[src/rtl/branch_predictor.sv]
// ----------------------------------------------------------------------------
// branch_predictor
//
// Front-end branch predictor: a direct-mapped branch target buffer (BTB) with
// a 2-bit saturating direction counter per entry. Fetch lookups are purely
// combinational. Resolved outcomes from execute train the table on the next
// rising clock edge. Lookup and update use independent ports. A lookup that
// hits the entry being updated in the same cycle sees the pre-update contents.
//
// Parameters
//   DATA_WIDTH   PC / target width
//   BTB_ENTRIES  number of BTB entries (power of two, >= 2)
//   IDX_W        log2(BTB_ENTRIES)
//   TAG_W        stored tag width (DATA_WIDTH - IDX_W - 2)
//
// Ports
//   i_clk                 clock, all state changes on the rising edge
//   i_rst                 asynchronous active-high reset
//   i_fetch_valid         fetch PC valid this cycle
//   i_fetch_pc            PC being fetched
//   o_pred_taken          predicted taken for i_fetch_pc
//   o_pred_target         predicted next PC (target if taken, else pc+4)
//   i_resolve_valid       resolved control-flow instruction presented
//   i_resolve_pc          PC of the resolved instruction
//   i_resolve_is_branch   1 = conditional branch, 0 = JAL/JALR
//   i_resolve_taken       actual outcome
//   i_resolve_target      actual taken target
//   i_resolve_mispredict  execute flagged a misprediction (statistics only)
//   o_stat_resolved       resolved-instruction count
//   o_stat_mispredicts    misprediction count
//
// Optional feature macro: BRANCH_PREDICTOR_STATS_EN
//   Defined     : saturating 32-bit resolve / mispredict counters are built.
//   Not defined : no counters; both statistics outputs read 0.
// ----------------------------------------------------------------------------
module branch_predictor #(
    parameter int DATA_WIDTH  = 32,
    parameter int BTB_ENTRIES = 16,
    parameter int IDX_W       = $clog2(BTB_ENTRIES),
    parameter int TAG_W       = DATA_WIDTH - IDX_W - 2
) (
    input  logic                  i_clk,
    input  logic                  i_rst,
    input  logic                  i_fetch_valid,
    input  logic [DATA_WIDTH-1:0] i_fetch_pc,
    output logic                  o_pred_taken,
    output logic [DATA_WIDTH-1:0] o_pred_target,
    input  logic                  i_resolve_valid,
    input  logic [DATA_WIDTH-1:0] i_resolve_pc,
    input  logic                  i_resolve_is_branch,
    input  logic                  i_resolve_taken,
    input  logic [DATA_WIDTH-1:0] i_resolve_target,
    input  logic                  i_resolve_mispredict,
    output logic [31:0]           o_stat_resolved,
    output logic [31:0]           o_stat_mispredicts
);

    // Direction counter encodings
    localparam logic [1:0] CTR_SNT = 2'b00;
    localparam logic [1:0] CTR_WNT = 2'b01;
    localparam logic [1:0] CTR_WT  = 2'b10;
    localparam logic [1:0] CTR_ST  = 2'b11;

    // Flattened views of the per-entry state, used by both lookup ports
    logic [BTB_ENTRIES-1:0] valid_vec;
    logic [BTB_ENTRIES-1:0] uncond_vec;
    logic [1:0]             ctr_arr    [BTB_ENTRIES];
    logic [TAG_W-1:0]       tag_arr    [BTB_ENTRIES];
    logic [DATA_WIDTH-1:0]  target_arr [BTB_ENTRIES];

    // ------------------------------------------------------------------
    // Fetch lookup (combinational)
    // ------------------------------------------------------------------
    logic [IDX_W-1:0] fetch_idx;
    logic [TAG_W-1:0] fetch_tag;
    logic             fetch_hit;
    logic             fetch_taken;

    assign fetch_idx   = i_fetch_pc[IDX_W+1:2];
    assign fetch_tag   = i_fetch_pc[DATA_WIDTH-1:IDX_W+2];
    assign fetch_hit   = valid_vec[fetch_idx] && (tag_arr[fetch_idx] == fetch_tag);
    // Jumps are always predicted taken; branches follow the counter MSB.
    assign fetch_taken = i_fetch_valid && fetch_hit &&
                         (uncond_vec[fetch_idx] || ctr_arr[fetch_idx][1]);

    assign o_pred_taken  = fetch_taken;
    assign o_pred_target = fetch_taken ? target_arr[fetch_idx]
                                       : i_fetch_pc + DATA_WIDTH'(4);

    // ------------------------------------------------------------------
    // Resolve lookup (determines hit / allocate for training)
    // ------------------------------------------------------------------
    logic [IDX_W-1:0] res_idx;
    logic [TAG_W-1:0] res_tag;
    logic             res_hit;

    assign res_idx = i_resolve_pc[IDX_W+1:2];
    assign res_tag = i_resolve_pc[DATA_WIDTH-1:IDX_W+2];
    // An invalid entry never counts as a hit, so stale tags cannot be trained.
    assign res_hit = valid_vec[res_idx] && (tag_arr[res_idx] == res_tag);

    // ------------------------------------------------------------------
    // Per-entry storage and training
    // ------------------------------------------------------------------
    for (genvar gi = 0; gi < BTB_ENTRIES; gi++) begin : g_entry
        logic                  valid_reg;
        logic                  uncond_reg;
        logic [1:0]            ctr_reg;
        logic [TAG_W-1:0]      tag_reg;
        logic [DATA_WIDTH-1:0] target_reg;
        logic                  sel;

        assign sel = i_resolve_valid && (res_idx == IDX_W'(gi));

        // Valid bit and counter carry the reset state.
        always_ff @(posedge i_clk or posedge i_rst) begin
            if (i_rst) begin
                valid_reg <= 1'b0;
                ctr_reg   <= CTR_WNT;
            end else if (sel) begin
                if (i_resolve_taken) begin
                    if (res_hit) begin
                        ctr_reg <= (ctr_reg == CTR_ST) ? CTR_ST : ctr_reg + 2'd1;
                    end else begin
                        valid_reg <= 1'b1;
                        ctr_reg   <= i_resolve_is_branch ? CTR_WT : CTR_ST;
                    end
                end else if (res_hit) begin
                    ctr_reg <= (ctr_reg == CTR_SNT) ? CTR_SNT : ctr_reg - 2'd1;
                end
            end
        end

        // Tag/target/uncond are don't-care until the entry is valid, so they
        // need no reset. On a taken hit the tag is unchanged, so rewriting it
        // unconditionally on every taken resolve is harmless.
        always_ff @(posedge i_clk) begin
            if (sel && i_resolve_taken) begin
                tag_reg    <= res_tag;
                target_reg <= i_resolve_target;
                uncond_reg <= !i_resolve_is_branch;
            end
        end

        assign valid_vec[gi]  = valid_reg;
        assign uncond_vec[gi] = uncond_reg;
        assign ctr_arr[gi]    = ctr_reg;
        assign tag_arr[gi]    = tag_reg;
        assign target_arr[gi] = target_reg;
    end

    // ------------------------------------------------------------------
    // Statistics
    // ------------------------------------------------------------------
`ifdef BRANCH_PREDICTOR_STATS_EN
    logic [31:0] stat_resolved_reg;
    logic [31:0] stat_mispredicts_reg;

    always_ff @(posedge i_clk or posedge i_rst) begin
        if (i_rst) begin
            stat_resolved_reg    <= 32'd0;
            stat_mispredicts_reg <= 32'd0;
        end else if (i_resolve_valid) begin
            if (stat_resolved_reg != 32'hFFFF_FFFF) begin
                stat_resolved_reg <= stat_resolved_reg + 32'd1;
            end
            if (i_resolve_mispredict && (stat_mispredicts_reg != 32'hFFFF_FFFF)) begin
                stat_mispredicts_reg <= stat_mispredicts_reg + 32'd1;
            end
        end
    end

    assign o_stat_resolved    = stat_resolved_reg;
    assign o_stat_mispredicts = stat_mispredicts_reg;

    // Byte-offset bits never participate in indexing or tagging.
    logic unused_bits;
    assign unused_bits = ^{i_fetch_pc[1:0], i_resolve_pc[1:0]};
`else
    assign o_stat_resolved    = 32'd0;
    assign o_stat_mispredicts = 32'd0;

    // Byte-offset bits and the mispredict flag have no consumer in this build.
    logic unused_bits;
    assign unused_bits = ^{i_fetch_pc[1:0], i_resolve_pc[1:0], i_resolve_mispredict};
`endif

endmodule

[config.mk]
export PLATFORM = sky130hd
export DESIGN_NAME = branch_predictor
export DESIGN_NICKNAME = d
export VERILOG_FILES = /design/src/rtl/branch_predictor.sv
export SDC_FILE = /design/constraint.sdc
export NUM_CORES = 1
export LEC_CHECK = 0
export ABC_AREA = 1
export ABC_CLOCK_PERIOD_IN_PS = 6200
export BUFFER_PORTS_ARGS = -buffer_cell sky130_fd_sc_hd__buf_2
export CELL_PAD_IN_SITES_DETAIL_PLACEMENT = 0
export CELL_PAD_IN_SITES_GLOBAL_PLACEMENT = 1
export CORE_UTILIZATION = 45
export DETAILED_ROUTE_END_ITERATION = 16
export GPL_TIMING_DRIVEN = 0
export HOLD_SLACK_MARGIN = 0.12
export PLACE_DENSITY_LB_ADDON = 0.1
export SYNTH_ARGS = -nofsm -noshare
export SYNTH_HDL_FRONTEND = slang
export SYNTH_SLANG_ARGS = --single-unit
[constraint.sdc]
create_clock -name i_clk -period 6.2 [get_ports i_clk]
set_input_delay 0.62 -clock i_clk [delete_from_list [all_inputs] [get_ports i_clk]]
set_output_delay 0.62 -clock i_clk [all_outputs]
set_load 0.1 [all_outputs]
==> flow_metrics.tcl <==
set metrics [dict create \
    postSynth.topFlopCell "sky130_fd_sc_hd__edfxtp_1" \
    reg2reg_slack_ns 2.99 \
    yosys_warnings 0 \
    period_share_pct 100 \
    avgSynthCellArea_um2 9.96 \
    drt-vias-per-instance 5.80 \
    crit_fanout 10 \
    io_pins 200 \
    port_buffers 130 \
    cts_buffers 108 \
    hold_path_startpoint "i_resolve_target[15]" \
    pins_over_their_slew_limit 0 \
    die-width_um 323 \
    nFillCells 9359 \
    power.sequential.fraction_pct 48.5 \
    vias 37700 \
    design_area_mm2 0.0535 \
    start_util_pct 45.4 \
    layout_setup_ws_ns -0.0247 \
    remaining_drc_errors 0 \
    setup_viol 2 \
    drt-pass1-iter-count 5 \
    crit_slowest_cell "sky130_fd_sc_hd__buf_1" \
    power.internal_uw 11300 \
    largest_reg_flops 512 \
    cellLeakagePower_uw 0.0203 \
    vdd_ir_drop_max_mv 0.248 \
    synth_edf_count 944 \
    worst_path_cell_trace "buf_2 -> nand2_1 -> inv_1 -> buf_2 -> buf_1 -> nand2_1 -> nand2_1 -> o21bai_1 -> o21ai_0 -> nor2_1 -> nand2_1 -> nor2_1 -> nand2_2 -> buf_2 -> nor3_1 -> nor2_1 -> buf_2" \
    outcome "finished with violations" \
    hold_viol 0 \
    grt_pass1_wl_um 254000 \
    critical_path_buf_inv_count 6 \
    postRouteWirelength_um 182000 \
    min_path_type "in -> reg" \
    max_slew_margin_pct 16.3 \
    floorplan.rows 117 \
    startpoint_type "input pin" \
    worst-endpoint-required_ns 5.58 \
    h-tree-depth 3 \
    clock_skew_ns 0.0558 \
    design_power_total_uw 15600 \
    comb_power_share_pct 11.7 \
    fmaxAchievable_mhz 161 \
    cts_root_buf "sky130_fd_sc_hd__clkbuf_16" \
    globalRouteOverflowTotal 0 \
    antenna_violating_nets_post_route 0 \
    timing.hold.worst_path_depth 1 \
    synthDistinctLibCells 45 \
    cts_tree "done" \
    kind_of_critical_path "in -> out" \
    slowest_cell_delay_on_critical_path_ns 0.79 \
    synth_sequential_area_ratio_pct 64.0 \
    placedInstanceArea_mm2 0.0501 \
    worst-path-stages 17 \
    cts.clk_slew.worst_paths_ns 0.06 \
    synthCells 4641 \
    clock_latency_on_the_worst_skew_pair_ns 0.73 \
    r2r-start "g_entry[13].tag_reg[15]" \
    critical_path.reg2reg.endpoint "g_entry[11].valid_reg" \
    grt_start_max_net_pins 48 \
    floorplan.core_area_mm2 0.102 \
    worst_hold_slack_ns 0.265 \
    unrepaired_setup_endpoints_after_global_routing "false" \
    antenna_violations_before_repair 11 \
    share_clk_of_total_power_pct 39.8 \
    gpl.final_weighted_congestion 0.903 \
    clock_sink_count 992 \
    worst_setup_path_end_kind "output pin" \
    worstPathArrival_ns 5.60 \
    fin_crit_ns 6.22 \
    detailedRoute.firstIterationViolations 5145 \
    failed_checks "setup timing" \
    async_reset_ff_share_pct 4.84 \
    power_switching_share_pct 27.3 \
    synth.cell_area_mm2 0.0462 \
    die_area_mm2 0.104 \
    power-per-cell-area_mw_per_mm2 291 \
    route.detailed.wl_per_inst_um 28.0 \
    post_route_cells_drive_above_1_share_pct 12.0 \
    switchingPower_uw 4250 \
    max-clock-path-buffers 3 \
    hold_path_end "g_entry[9].target_reg[15]" \
    critical-path-top-delay-family "buffers and inverters" \
    synth_seq_cells 992 \
    timing.reg2reg.worst_path_depth 16 \
    globalRouteTotalUtil_pct 34.7 \
    worstMarginPinSlew_ns 1.26 \
    maxCapViolations 0 \
    area_growth_from_synthesis_to_final_layout_pct 15.7 \
    detailedPlacementHpwl_um 125000 \
    cts_post_setup_buffers_inserted 0 \
    floorplan.die.height_um 323 \
    layout.nets 5148 \
    via_count_of_the_first_global_routing_pass 35000 \
]
==> worst max-delay path by stage <==
stage	from	to	slack [ns]
floorplan	i_resolve_pc[4]	g_entry[5].tag_reg[0]	0.19
global placement	i_resolve_pc[2]	g_entry[10].target_reg[13]	-7.42
detailed placement	i_fetch_pc[5]	o_pred_target[18]	0.08
CTS	i_fetch_pc[5]	o_pred_target[18]	0.06
global route	i_fetch_pc[3]	o_pred_target[18]	0.02
finish	i_fetch_pc[5]	o_pred_target[18]	-0.02
==> cells in the mapped netlist (2+ instances only) <==
cell / instances / area share (%)
sky130_fd_sc_hd__nor2_4: 3 / 0.073
sky130_fd_sc_hd__nor4_1: 2 / 0.027
sky130_fd_sc_hd__buf_2: 89 / 0.96
sky130_fd_sc_hd__buf_1: 17 / 0.14
sky130_fd_sc_hd__buf_6: 12 / 0.29
sky130_fd_sc_hd__nor2_1: 651 / 5.3
sky130_fd_sc_hd__o211ai_1: 73 / 1.2
sky130_fd_sc_hd__nor2_2: 3 / 0.041
sky130_fd_sc_hd__nand3_1: 198 / 2.1
sky130_fd_sc_hd__buf_4: 87 / 1.4
sky130_fd_sc_hd__clkinv_1: 6 / 0.049
sky130_fd_sc_hd__clkbuf_1: 138 / 1.1
sky130_fd_sc_hd__o21ai_1: 33 / 0.36
sky130_fd_sc_hd__o22ai_1: 119 / 1.6
sky130_fd_sc_hd__o21ai_0: 533 / 5.8
sky130_fd_sc_hd__nand4_1: 9 / 0.12
sky130_fd_sc_hd__nor3_1: 37 / 0.40
sky130_fd_sc_hd__xor2_1: 37 / 0.70
sky130_fd_sc_hd__a21o_1: 8 / 0.13
sky130_fd_sc_hd__o21bai_1: 12 / 0.19
sky130_fd_sc_hd__dfstp_2: 16 / 0.91
sky130_fd_sc_hd__inv_1: 201 / 1.6
sky130_fd_sc_hd__a21oi_1: 78 / 0.84
sky130_fd_sc_hd__o311ai_0: 2 / 0.038
sky130_fd_sc_hd__dfrtp_1: 32 / 1.7
sky130_fd_sc_hd__edfxtp_1: 944 / 61
sky130_fd_sc_hd__nand3b_1: 3 / 0.049
sky130_fd_sc_hd__nand2_1: 1203 / 9.8
sky130_fd_sc_hd__nand2_2: 11 / 0.15
sky130_fd_sc_hd__xnor2_1: 5 / 0.095
sky130_fd_sc_hd__inv_2: 6 / 0.049
sky130_fd_sc_hd__o221ai_1: 59 / 1.1
sky130_fd_sc_hd__o31ai_1: 2 / 0.032
==> layer usage <==
layer	up-vias	GRT usage, %	part of all wire, %
li1	16700	-	-
met1	18400	45.8	39
met2	2057	56.1	47
met3	431	5.90	9.3
met4	8	15.8	5.0
met5	-	0	0.034
==> worst reg2reg max path: cells and delay by family (launching register included) <==
family          cells  cell delay (ns)
buf+inv             2             0.59
simple gates       12             1.94
flops               1             0.39
compound gates      2             0.23
==> logic make-up after synthesis <==
logic type,synth area share (%)
simple gates,18.3
compound gates,11.3
fa+ha+maj,0.0271
xor+xnor,0.796
other cells,0.00811
buf+inv,5.66
flops,64.0
==> cell usage in the layout (no fill, tap or decap), types with 108 or more instances in the layout <==
cell                        synthesis  final
sky130_fd_sc_hd__edfxtp_1         944    944
sky130_fd_sc_hd__o21ai_0          533    533
sky130_fd_sc_hd__o22ai_1          119    119
sky130_fd_sc_hd__nand3_1          198    198
sky130_fd_sc_hd__clkbuf_16          0    108
sky130_fd_sc_hd__nand2_1         1203   1203
sky130_fd_sc_hd__buf_2             89    219
sky130_fd_sc_hd__nor2_1           651    649
sky130_fd_sc_hd__clkbuf_1         138    169
sky130_fd_sc_hd__inv_1            201    194
==> power groups by stage <==
stage	sequential, uW	clock, uW	combinational [uW]
floorplan	7670	0	1070
global placement	7700	0	1760
detailed placement	7680	0	1790
CTS	7550	6210	1790
global route	7560	6470	1930
finish	7550	6200	1830
==> metrics by stage <==
stage	TNS, ns	utilization (%)	setup slack [ns]	instances
2_1_floorplan	0	-	0.189	4704
3_3_place_gp	-4186.77	48.0	-7.42	6202
3_5_place_dp	0	49.3	0.0754	6301
4_1_cts	0	52.5	0.0624	6491
5_1_grt	0	52.6	0.0240	6494
6_report	-0.0409	52.6	-0.0247	6495
==> repair_timing <==
item / in CTS / in global routing
resized for setup: 0 / 4
setup endpoints to repair: 0 / 3
endpoints found under the hold margin: 11 / 0
hold buffers: 1 / 0
==> layout make-up <==
class | instances | area [um2] | share of cell area [%]
Antenna cell | 4 | 10.0 | 0.0187
Clock buffer | 141 | 2840 | 5.30
Tap cell | 1368 | 1710 | 3.20
Timing Repair Buffer | 230 | 1900 | 3.55
Clock inverter | 48 | 477 | 0.892
Multi-Input combinational cell | 3156 | 14300 | 26.8
Buffer | 343 | 1820 | 3.40
Inverter | 213 | 815 | 1.52
Sequential cell | 992 | 29600 | 55.3
No activity file was read; power rests on OpenSTA's default activity.
